### config.mk
export PLATFORM = sky130hd
export DESIGN_NAME = sram_access_arbiter
export DESIGN_NICKNAME = d
export VERILOG_FILES = /design/src/rtl/sram_arb_pkg.sv /design/src/rtl/sram_wr_fifo.sv /design/src/rtl/sram_access_arbiter.sv
export SDC_FILE = /design/constraint.sdc
export NUM_CORES = 1
export LEC_CHECK = 0
export BUFFER_PORTS_ARGS = -buffer_cell sky130_fd_sc_hd__buf_4
export CELL_PAD_IN_SITES_DETAIL_PLACEMENT = 0
export CELL_PAD_IN_SITES_GLOBAL_PLACEMENT = 1
export CORE_ASPECT_RATIO = 1.25
export CORE_MARGIN = 2
export CORE_UTILIZATION = 43
export CTS_CLUSTER_DIAMETER = 100
export CTS_CLUSTER_SIZE = 24
export DETAILED_ROUTE_END_ITERATION = 8
export PLACE_DENSITY_LB_ADDON = 0.2
export SLEW_MARGIN = 20
export SYNTH_ARGS = -nofsm -noshare
export SYNTH_HDL_FRONTEND = slang
export SYNTH_HIERARCHICAL = 1
export SYNTH_SLANG_ARGS = --single-unit
### constraint.sdc
create_clock -name clk_in -period 2.7 [get_ports clk_in]
set_input_delay 0.54 -clock clk_in [delete_from_list [all_inputs] [get_ports clk_in]]
set_output_delay 0.54 -clock clk_in [all_outputs]
set_load 0.005 [all_outputs]
### src/rtl/sram_arb_pkg.sv
// Shared types and constants for the SRAM access arbiter: FSM encoding,
// default geometry and the active-low strobe levels.
package sram_arb_pkg;

    localparam int DEF_ADDR_W      = 18;
    localparam int DEF_DATA_W      = 8;
    localparam int DEF_WBUF_DEPTH  = 4;
    localparam int DEF_FRAME_WORDS = 262144;
    localparam int DEF_MAX_RD_WIN  = 8;

    // SRAM control pins are active low.
    localparam logic STROBE_ON  = 1'b0;
    localparam logic STROBE_OFF = 1'b1;

    typedef enum logic [2:0] {
        ST_IDLE     = 3'd0,
        ST_RD_ADDR  = 3'd1,
        ST_RD_CAP   = 3'd2,
        ST_WR_ADDR  = 3'd3,
        ST_WR_PULSE = 3'd4,
        ST_WR_HOLD  = 3'd5
    } arb_state_t;

endpackage

### src/rtl/sram_wr_fifo.sv
// Small synchronous FIFO holding pending {addr,data} SRAM writes.
// The head entry is visible combinationally so the arbiter can latch it at grant.
module sram_wr_fifo #(
    parameter int WIDTH = 26,
    parameter int DEPTH = 4
) (
    input  logic                     clk_in,
    input  logic                     reset,
    input  logic                     push,
    input  logic [WIDTH-1:0]         push_data,
    input  logic                     pop,
    output logic [WIDTH-1:0]         head,
    output logic                     full,
    output logic                     empty,
    output logic [$clog2(DEPTH):0]   count
);

    localparam int PTR_W = $clog2(DEPTH);
    localparam logic [PTR_W:0] FULL_COUNT = (PTR_W+1)'(DEPTH);

    logic [WIDTH-1:0] mem [DEPTH];
    logic [PTR_W-1:0] wr_ptr;
    logic [PTR_W-1:0] rd_ptr;
    logic             do_push;
    logic             do_pop;

    assign do_pop  = pop && !empty;
    assign do_push = push && (!full || do_pop);

    always_ff @(posedge clk_in) begin
        if (reset) begin
            wr_ptr <= '0;
            rd_ptr <= '0;
            count  <= '0;
        end else begin
            if (do_push) wr_ptr <= wr_ptr + 1'b1;
            if (do_pop)  rd_ptr <= rd_ptr + 1'b1;
            if (do_push && !do_pop)      count <= count + 1'b1;
            else if (do_pop && !do_push) count <= count - 1'b1;
        end
    end

    // NOTE: the storage array has no reset; only pointers and count are reset,
    // and an entry is never read before it has been written.
    always_ff @(posedge clk_in) begin
        if (do_push) mem[wr_ptr] <= push_data;
    end

    assign head  = mem[rd_ptr];
    assign full  = (count == FULL_COUNT);
    assign empty = (count == '0);

endmodule

### src/rtl/sram_access_arbiter.sv
// Shares one async SRAM between the capture writer and the display reader,
// sequencing every SRAM cycle; reads have priority with a write anti-starvation guard.
module sram_access_arbiter
    import sram_arb_pkg::*;
#(
    parameter int ADDR_W      = DEF_ADDR_W,
    parameter int DATA_W      = DEF_DATA_W,
    parameter int WBUF_DEPTH  = DEF_WBUF_DEPTH,
    parameter int FRAME_WORDS = DEF_FRAME_WORDS,
    parameter int MAX_RD_WIN  = DEF_MAX_RD_WIN
) (
    input  logic              clk_in,
    input  logic              reset,
    input  logic              en,
    input  logic              wr_valid,
    input  logic              wr_sof,
    input  logic [DATA_W-1:0] wr_data,
    output logic              wr_ready,
    output logic              wr_overflow,
    input  logic              rd_req,
    input  logic [ADDR_W-1:0] rd_addr,
    output logic              rd_ack,
    output logic              rd_valid,
    output logic [DATA_W-1:0] rd_data,
    output logic [ADDR_W-1:0] sram_addr,
    output logic [DATA_W-1:0] sram_dq_out,
    output logic              sram_dq_oe,
    input  logic [DATA_W-1:0] sram_dq_in,
    output logic              sram_cs_n,
    output logic              sram_we_n,
    output logic              sram_oe_n
);

    localparam int ENTRY_W = ADDR_W + DATA_W;
    localparam int CNT_W   = $clog2(WBUF_DEPTH) + 1;
    localparam int WIN_W   = $clog2(MAX_RD_WIN + 1);

    localparam logic [ADDR_W-1:0] LAST_ADDR = ADDR_W'(FRAME_WORDS - 1);
    localparam logic [CNT_W-1:0]  FULL_CNT  = CNT_W'(WBUF_DEPTH);
    localparam logic [WIN_W-1:0]  WIN_LIMIT = WIN_W'(MAX_RD_WIN);

    arb_state_t        state;
    logic [ADDR_W-1:0] next_addr;
    logic [ADDR_W-1:0] push_addr;
    logic              push;
    logic [ENTRY_W-1:0] head;
    logic [ADDR_W-1:0] head_addr;
    logic [DATA_W-1:0] head_data;
    logic              wbuf_full;
    logic              wbuf_empty;
    logic [CNT_W-1:0]  wbuf_count;
    logic [WIN_W-1:0]  rd_win;
    logic              guard_hit;
    logic              grant_rd;
    logic              grant_wr;

    assign wr_ready  = (wbuf_count != FULL_CNT);
    assign push      = wr_valid && wr_ready;
    assign push_addr = wr_sof ? '0 : next_addr;
    assign head_addr = head[ENTRY_W-1:DATA_W];
    assign head_data = head[DATA_W-1:0];
    assign guard_hit = wbuf_full && (rd_win >= WIN_LIMIT);

    sram_wr_fifo #(
        .WIDTH (ENTRY_W),
        .DEPTH (WBUF_DEPTH)
    ) u_wr_fifo (
        .clk_in    (clk_in),
        .reset     (reset),
        .push      (push),
        .push_data ({push_addr, wr_data}),
        .pop       (grant_wr),
        .head      (head),
        .full      (wbuf_full),
        .empty     (wbuf_empty),
        .count     (wbuf_count)
    );

    always_comb begin
        // NOTE: both grants get a default before any branch so no path infers a latch.
        grant_wr = 1'b0;
        grant_rd = 1'b0;
        if (state == ST_IDLE && en) begin
            if (guard_hit)        grant_wr = 1'b1;
            else if (rd_req)      grant_rd = 1'b1;
            else if (!wbuf_empty) grant_wr = 1'b1;
        end
    end

    // Capture address generator and sticky drop flag.
    always_ff @(posedge clk_in) begin
        if (reset) begin
            next_addr   <= '0;
            wr_overflow <= 1'b0;
        end else if (push) begin
            next_addr <= (push_addr == LAST_ADDR) ? '0 : push_addr + 1'b1;
            if (wr_sof) wr_overflow <= 1'b0;
        end else if (wr_valid) begin
            wr_overflow <= 1'b1;
        end
    end

    // Counts reads that jumped ahead of a full write buffer.
    always_ff @(posedge clk_in) begin
        if (reset) begin
            rd_win <= '0;
        end else if (grant_wr) begin
            rd_win <= '0;
        end else if (grant_rd && wbuf_full && rd_win != WIN_LIMIT) begin
            rd_win <= rd_win + 1'b1;
        end
    end

    // NOTE: every register here uses <= so all of them update from pre-edge values.
    always_ff @(posedge clk_in) begin
        if (reset) begin
            state       <= ST_IDLE;
            rd_ack      <= 1'b0;
            rd_valid    <= 1'b0;
            rd_data     <= '0;
            sram_addr   <= '0;
            sram_dq_out <= '0;
            sram_dq_oe  <= 1'b0;
            sram_cs_n   <= STROBE_OFF;
            sram_we_n   <= STROBE_OFF;
            sram_oe_n   <= STROBE_OFF;
        end else begin
            rd_ack   <= 1'b0;
            rd_valid <= 1'b0;
            case (state)
                ST_IDLE: begin
                    if (grant_wr) begin
                        state       <= ST_WR_ADDR;
                        sram_addr   <= head_addr;
                        sram_dq_out <= head_data;
                        sram_dq_oe  <= 1'b1;
                        sram_cs_n   <= STROBE_ON;
                    end else if (grant_rd) begin
                        state     <= ST_RD_ADDR;
                        sram_addr <= rd_addr;
                        sram_oe_n <= STROBE_ON;
                        sram_cs_n <= STROBE_ON;
                        rd_ack    <= 1'b1;
                    end
                end
                ST_RD_ADDR: begin
                    state <= ST_RD_CAP;
                end
                ST_RD_CAP: begin
                    state     <= ST_IDLE;
                    rd_data   <= sram_dq_in;
                    rd_valid  <= 1'b1;
                    sram_oe_n <= STROBE_OFF;
                    sram_cs_n <= STROBE_OFF;
                end
                ST_WR_ADDR: begin
                    state     <= ST_WR_PULSE;
                    sram_we_n <= STROBE_ON;
                end
                ST_WR_PULSE: begin
                    state     <= ST_WR_HOLD;
                    sram_we_n <= STROBE_OFF;
                end
                ST_WR_HOLD: begin
                    state      <= ST_IDLE;
                    sram_dq_oe <= 1'b0;
                    sram_cs_n  <= STROBE_OFF;
                end
                default: begin
                    state      <= ST_IDLE;
                    sram_dq_oe <= 1'b0;
                    sram_cs_n  <= STROBE_OFF;
                    sram_we_n  <= STROBE_OFF;
                    sram_oe_n  <= STROBE_OFF;
                end
            endcase
        end
    end

endmodule

==> results of run 1 <==
## sequential cells by signal (all words and copies together) (netlist names), named ones only
signal / cells
u_wr_fifo/mem: 104
next_addr: 18
sram_addr: 18
rd_data: 8
sram_dq_out: 8
rd_win: 4
state: 3
u_wr_fifo/count: 3
u_wr_fifo/rd_ptr: 2
u_wr_fifo/wr_ptr: 2
rd_ack: 1
rd_valid: 1
sram_cs_n: 1
sram_dq_oe: 1
sram_oe_n: 1
sram_we_n: 1
wr_overflow: 1
## report_power, final
part | internal [W] | switching (W) | leakage, nW | total [W]
sequential | 0.00332 | 0.000188 | 1.56 | 0.00351
clock | 0.00118 | 0.00104 | 0.246 | 0.00222
combinational | 0.000822 | 0.000883 | 1.41 | 0.00171
## how the worst max path moves through the flow
stage / end / startpoint / cells past startpoint
floorplan: u_wr_fifo/count[2]$_SDFFE_PP0P_ / en / 12
global placement: u_wr_fifo/count[2]$_SDFFE_PP0P_ / en / 12
detailed placement: u_wr_fifo/count[2]$_SDFFE_PP0P_ / en / 12
CTS: u_wr_fifo/count[2]$_SDFFE_PP0P_ / u_wr_fifo/count[2]$_SDFFE_PP0P_ / 13
global route: u_wr_fifo/count[2]$_SDFFE_PP0P_ / u_wr_fifo/count[2]$_SDFFE_PP0P_ / 13
finish: u_wr_fifo/count[2]$_SDFFE_PP0P_ / u_wr_fifo/count[2]$_SDFFE_PP0P_ / 13
## layer usage
layer | part of all wire, % | wire length [um] | global-route usage, %
met5 | 0 | 0 | 0
met3 | 4.8 | 719 | 3.98
met4 | 1.3 | 193 | 5.86
met2 | 48 | 7190 | 27.7
met1 | 46 | 6840 | 23.1
## through the flow
step | total power, W | cell area, um^2 | setup TNS (ns)
3_3_place_gp | 0.00522 | 8350 | 0
3_5_place_dp | 0.00529 | 8350 | 0
6_report | 0.00743 | 8880 | 0
5_1_grt | 0.00782 | 8880 | 0
4_1_cts | 0.00753 | 8880 | 0
2_1_floorplan | 0.00465 | 7430 | -0.00382
## kinds of logic after synthesis
family                     synth area share (%)
buffers and inverters                      3.33
DFF                                        62.6
and+or+nand+nor                            14.4
adders and majority gates                  1.63
xor gates and xnor gates                  0.948
AOI/OAI and AO/OA                          7.36
muxes                                      9.77
## placed cells by master, fill, tap and decap left out, drive strengths merged, types with 8 or more instances in the layout
cell    count
nand2      70
buf       106
a21oi      27
mux2i      11
edfxtp    104
clkbuf     17
nand3      14
dfxtp      75
o21ai      13
ha          8
mux4       26
a311oi     18
inv        16
nor2       51
nor3       12
nor2b      15
## worst reg2reg max path: cells and delay by family (launching register included)
kind / cells / cell delay [ns]
xor+xnor: 1 / 0.17
buf+inv: 4 / 0.29
flops: 1 / 0.44
fa+ha+maj: 2 / 0.56
simple gates: 3 / 0.68
compound gates: 3 / 0.34
## final cells by class
cell class                 instances  area share (%)
tap                              220            3.10
timing repair buffer             106            9.52
inverter                          13           0.577
sequential                       179            52.1
clock buffer                      17            4.79
clock inverter                    15            1.23
multi-input combinational        337            28.7
==> metrics.txt, run 1 <==
initial drt markers=~360; Clock Latency Late Sink=between 0.4 and 0.5 ns; initial antenna violation count=0; share of layout cells above drive strength 1=between 20% and 30%; IO Port Bufs=slightly above 80; antenna-violating nets left=0; family with the most delay on the worst path=simple AND/OR/NAND/NOR gates; final wirelength=approximately 15000 um; static leakage=between 3 and 4 nW; Post-Synthesis Mean Instance Area=roughly 13 um^2; Yosys top cell area share=~42%; predominant post-synthesis flop cell=edfxtp_1; Die X=around 120 um; die height=about 150 um; Fillers=between 1k and 1.5k; gr ovfl total=0; final net count=703; Yosys top cell by area=edfxtp_1; crit-path max FO=7; PostCTS Resize Cnt=0; Async SR Flop Fraction=0%; Post-DP HPWL=a little under 10000 um; DR pass1 iterations=4; Setup WS pre-CTS=around 0.14 ns; wire length per cell=around 17 um; number of synthesized register bits=around 180; clock period minus worst slack=approximately 2.5 ns; placed insts=roughly 860; synth top area cells=edfxtp_1, dfxtp_1, mux4_2, nand2_1, nor2_1; first-pass GRT wire length=24100 um; critical path's slowest cell=dfxtp_1; maximum vdd ir drop=~0.4 mV; RSZ-0062 raised after global routing=no; number of flops mapped to enable cells by yosys=roughly 100; TritonCTS clock tree=yes; reg2reg start=u_wr_fifo/count[2]$_SDFFE_PP0P_; FF-to-FF path depth=13; Hold Path Sink=u_wr_fifo/mem[3][2]$_DFFE_PP_; HP Class=in -> reg; hold-fix buffers at CTS=0; Worst Hold Slack=~0.31 ns; FF+latch area=around 0.0046 mm^2; PD cells=~840 mW/mm^2; Slew @ Worst Pin=between 0.5 and 0.6 ns; cells after synthesis=562; Final Hold Viols=0; startpoint types=flop; largest net degree at the start of global routing=41; post-synthesis sequential area ratio=around 63%; H-tree depth=4; final worst-path cycle share=93.8%; Critical Path AT=2.89 ns; Worst EP required=between 3 and 4 ns; maxcap violations=0; Most common cell on crit path=inv_2; Synth Net Count=611; Slew headroom=roughly 63%; synthesized area=roughly 0.0074 mm^2; slowest stage delay, CP=about 0.44 ns; count leader, synth=edfxtp_1; Synth cell types=69; FP Rows=53; multi-input logic area=about 0.0026 mm^2; total core area=roughly 0.017 mm^2; initial core utilization=roughly 44%; Worst Min Path Start=wr_data[2]; GRT Overall Usage=around 17%; Layout Utilization=around 53%; post-CTS setup-driven buffer insertion count=0; final max-slew violation count=0; DR vias/cell=5.28; Reg-to-Reg End=u_wr_fifo/count[2]$_SDFFE_PP0P_; Final WS setup=around 0.17 ns; vias=roughly 4.7k; Non-Filler Instances=approximately 890; Die ar.=0.0183 mm^2; critical-path cell list=nor3b_4 -> nand2_2 -> inv_1 -> o21ai_4 -> inv_2 -> inv_4 -> a21boi_4 -> ha_2 -> inv_2 -> fa_2 -> xor2_1 -> or3_4 -> a21oi_1; setup slack, reg-to-reg=0.17 ns; Ys Warns=6; Clock Pin Slew Worst Setup and Hold Paths=0.07 ns; Post-synth top cells=edfxtp_1, dfxtp_1, nand2_1; antenna cells=0; WHS Path Cells=1; area grow syn2layout=20.2%; Residual DRC=0; root buffer cell=clkbuf_16; Crit Path Class=reg -> reg; crit end category=flop; Max Root-Sink Buffers=2; RD Place Congestion=0.812; status=finished clean; # setup viols final=0; cts bufs inserted=17; FMAX=0.395 GHz; vias in the first global route=around 4.6k; Final Skew=between 0.005 and 0.006 ns; Boundary Pins=82; clock sinks=between 150 and 200; Buf/Inv on CP=4
No activity file was read; power rests on OpenSTA's default activity.
==> run 2, diff against run 1 <==
SETUP_SLACK_MARGIN = 0.5   (was default)
==> run 2 against run 1 <==
Clock-buffer cell count rose by 6. Sequential share of layout area fell by 1.2 points. Critical path depth did not move. Global-route usage fell by 0.15 points. Fmax rose by 9.0%. Core utilization rose by 1.3 points.
==> metrics.txt, run 2 (synthesis gave the netlist of run 1 again) <==
status=finished clean (unchanged); Clock Pin Slew Worst Setup and Hold Paths=0.06 ns (was 0.07 ns); FP Rows=53 (unchanged); DR vias/cell=5.25 (was 5.28); RD Place Congestion=0.770 (was 0.812); largest reg by FF count=u_wr_fifo/mem (unchanged); Residual DRC=0 (unchanged); Clock Latency Late Sink=0.41 ns (was 0.42 ns); maxcap violations=0 (unchanged); Placement Cell Area=0.00838 mm^2 (was 0.00835 mm^2); clock period minus worst slack=2.32 ns (was 2.53 ns); area grow syn2layout=23.2% (was 20.2%); initial core utilization=43.9% (unchanged); placed insts=850 (was 855); initial antenna violation count=0 (unchanged); TritonCTS clock tree=yes (unchanged); antenna-violating nets left=0 (unchanged); FMAX=0.430 GHz (was 0.395 GHz); Slew headroom=63.9% (was 63.5%); TNS Setup=0 ns (unchanged); Final Skew=0.00904 ns (was 0.00561 ns); root buffer cell=clkbuf_16 (unchanged); most common cell after layout, fill and taps aside=buf_4 (was edfxtp_1); crit-path max FO=5 (was 7); most frequent cells in the layout=buf_4, edfxtp_1, dfxtp_1, nand2_1, nor2_1 (was edfxtp_1, buf_4, dfxtp_1, nand2_1, nor2_1); Critical Path AT=2.66 ns (was 2.89 ns); static leakage=3.30 nW (was 3.21 nW); vias=4701 (was 4679); final worst-path cycle share=86.0% (was 93.8%); Boundary Pins=82 (unchanged); Die ar.=0.0183 mm^2 (unchanged); gr ovfl total=0 (unchanged); initial drt markers=286 (was 358); max reg flops=104 (unchanged); RSZ-0062 raised after global routing=yes (was no); Die X=121 um (unchanged); cts bufs inserted=17 (unchanged); largest net degree at the start of global routing=43 (was 41); total core area=0.0168 mm^2 (unchanged); post-layout instance area=0.00911 mm^2 (was 0.00888 mm^2); DR pass1 iterations=4 (unchanged); Non-Filler Instances=895 (was 887); Layout Utilization=54.1% (was 52.7%); IO Port Bufs=81 (unchanged); final net count=711 (was 703); # setup viols final=0 (unchanged); crit end category=flop (unchanged); clock sinks=179 (unchanged); maximum vdd ir drop=0.441 mV (was 0.388 mV); Final Hold Viols=0 (unchanged); HP Class=in -> reg (unchanged); wire length per cell=16.7 um (was 16.9 um); Crit Path Class=reg -> reg (unchanged); Largest regs=u_wr_fifo/mem: 104 flops, next_addr: 18 flops, sram_addr: 18 flops (unchanged); Post-DP HPWL=9520 um (was 9710 um); H-tree depth=4 (unchanged); startpoint types=flop (unchanged); Slew @ Worst Pin=0.541 ns (was 0.548 ns); final max-slew violation count=0 (unchanged); PD cells=843 mW/mm^2 (was 837 mW/mm^2); antenna cells=0 (unchanged); Worst EP required=3.04 ns (was 3.06 ns); vias in the first global route=4646 (was 4617); Max Root-Sink Buffers=2 (unchanged); final wirelength=15000 um (about the same); first-pass GRT wire length=23900 um (was 24100 um); die height=151 um (unchanged); GRT Overall Usage=17.1% (was 17.2%); share of layout cells above drive strength 1=31.9% (was 29.5%)
## run 2: cell types whose count changed in the layout (fill, tap and decap cells not counted), sizes merged
cell / delta
clkinv: -1
buf: +7
bufinv: +1
clkbuf: +7
clkinvlp: -3
inv: -3
## run 2: through the flow
stage | hold slack (ns) | setup slack (ns) | power, W
5_1_grt | 0.295 | 0.261 | 0.00808
3_3_place_gp | 0.443 | 0.194 | 0.00522
2_1_floorplan | 0.450 | -0.00381 | 0.00466
4_1_cts | 0.302 | 0.399 | 0.00767
3_5_place_dp | 0.448 | 0.134 | 0.00528
6_report | 0.320 | 0.377 | 0.00768
## run 2: layout make-up
class / count / area (um^2)
clock buffers: 23 / 468
clock inverters: 9 / 85.1
fillers: 1447 / 7740
inverters: 13 / 51.3
multi-input cells: 337 / 2640
flip-flops and latches: 179 / 4630
well taps: 220 / 275
repair buffers: 114 / 952
## run 2: what timing repair did
item / in CTS / in global routing
setup buffers: 10 / 2
gates cloned: 0 / 1
hold buffers: 0 / 0
setup endpoints to repair: 2 / 21
pin swaps: 8 / 4
gates resized for setup: 11 / 7
## run 2: report_power, final
group / internal, W / switching, W / total, W
sequential: 0.00333 / 0.000167 / 0.00350
combinational: 0.000932 / 0.000950 / 0.00188
clock: 0.00132 / 0.000977 / 0.00229
total: 0.00558 / 0.00209 / 0.00768
## run 2: per-layer routing
metal / vias up / routed length (um) / track usage [%]
li1: 2279 / - / -
met1: 2310 / 6860 / 22.7
met2: 96 / 7300 / 28.1
met3: 16 / 598 / 3.48
met4: 0 / 223 / 5.46
met5: - / 0 / 0
## run 2: path summary, 6_finish.rpt
check,end,slack (ns),depth (start not counted),start
max,u_wr_fifo/count[2]$_SDFFE_PP0P_,0.38,13,u_wr_fifo/count[2]$_SDFFE_PP0P_
min,u_wr_fifo/mem[2][2]$_DFFE_PP_,0.32,1,wr_data[2]
max reg2reg,u_wr_fifo/count[2]$_SDFFE_PP0P_,0.38,13,u_wr_fifo/count[2]$_SDFFE_PP0P_
min reg2reg,sram_dq_out[2]$_SDFFE_PP0N_,0.45,2,sram_dq_out[2]$_SDFFE_PP0N_
## run 2: critical path: stages, from the launching register on
cell and delay, ns:
dfxtp_4 0.37, nor3b_4 0.22, nand2_2 0.09, inv_2 0.07, o21ai_4 0.06, inv_2 0.11, inv_4 0.04, a21boi_4 0.15
ha_4 0.16, inv_2 0.03, fa_2 0.32, xor2_1 0.16, or3_4 0.33, a21oi_2 0.14
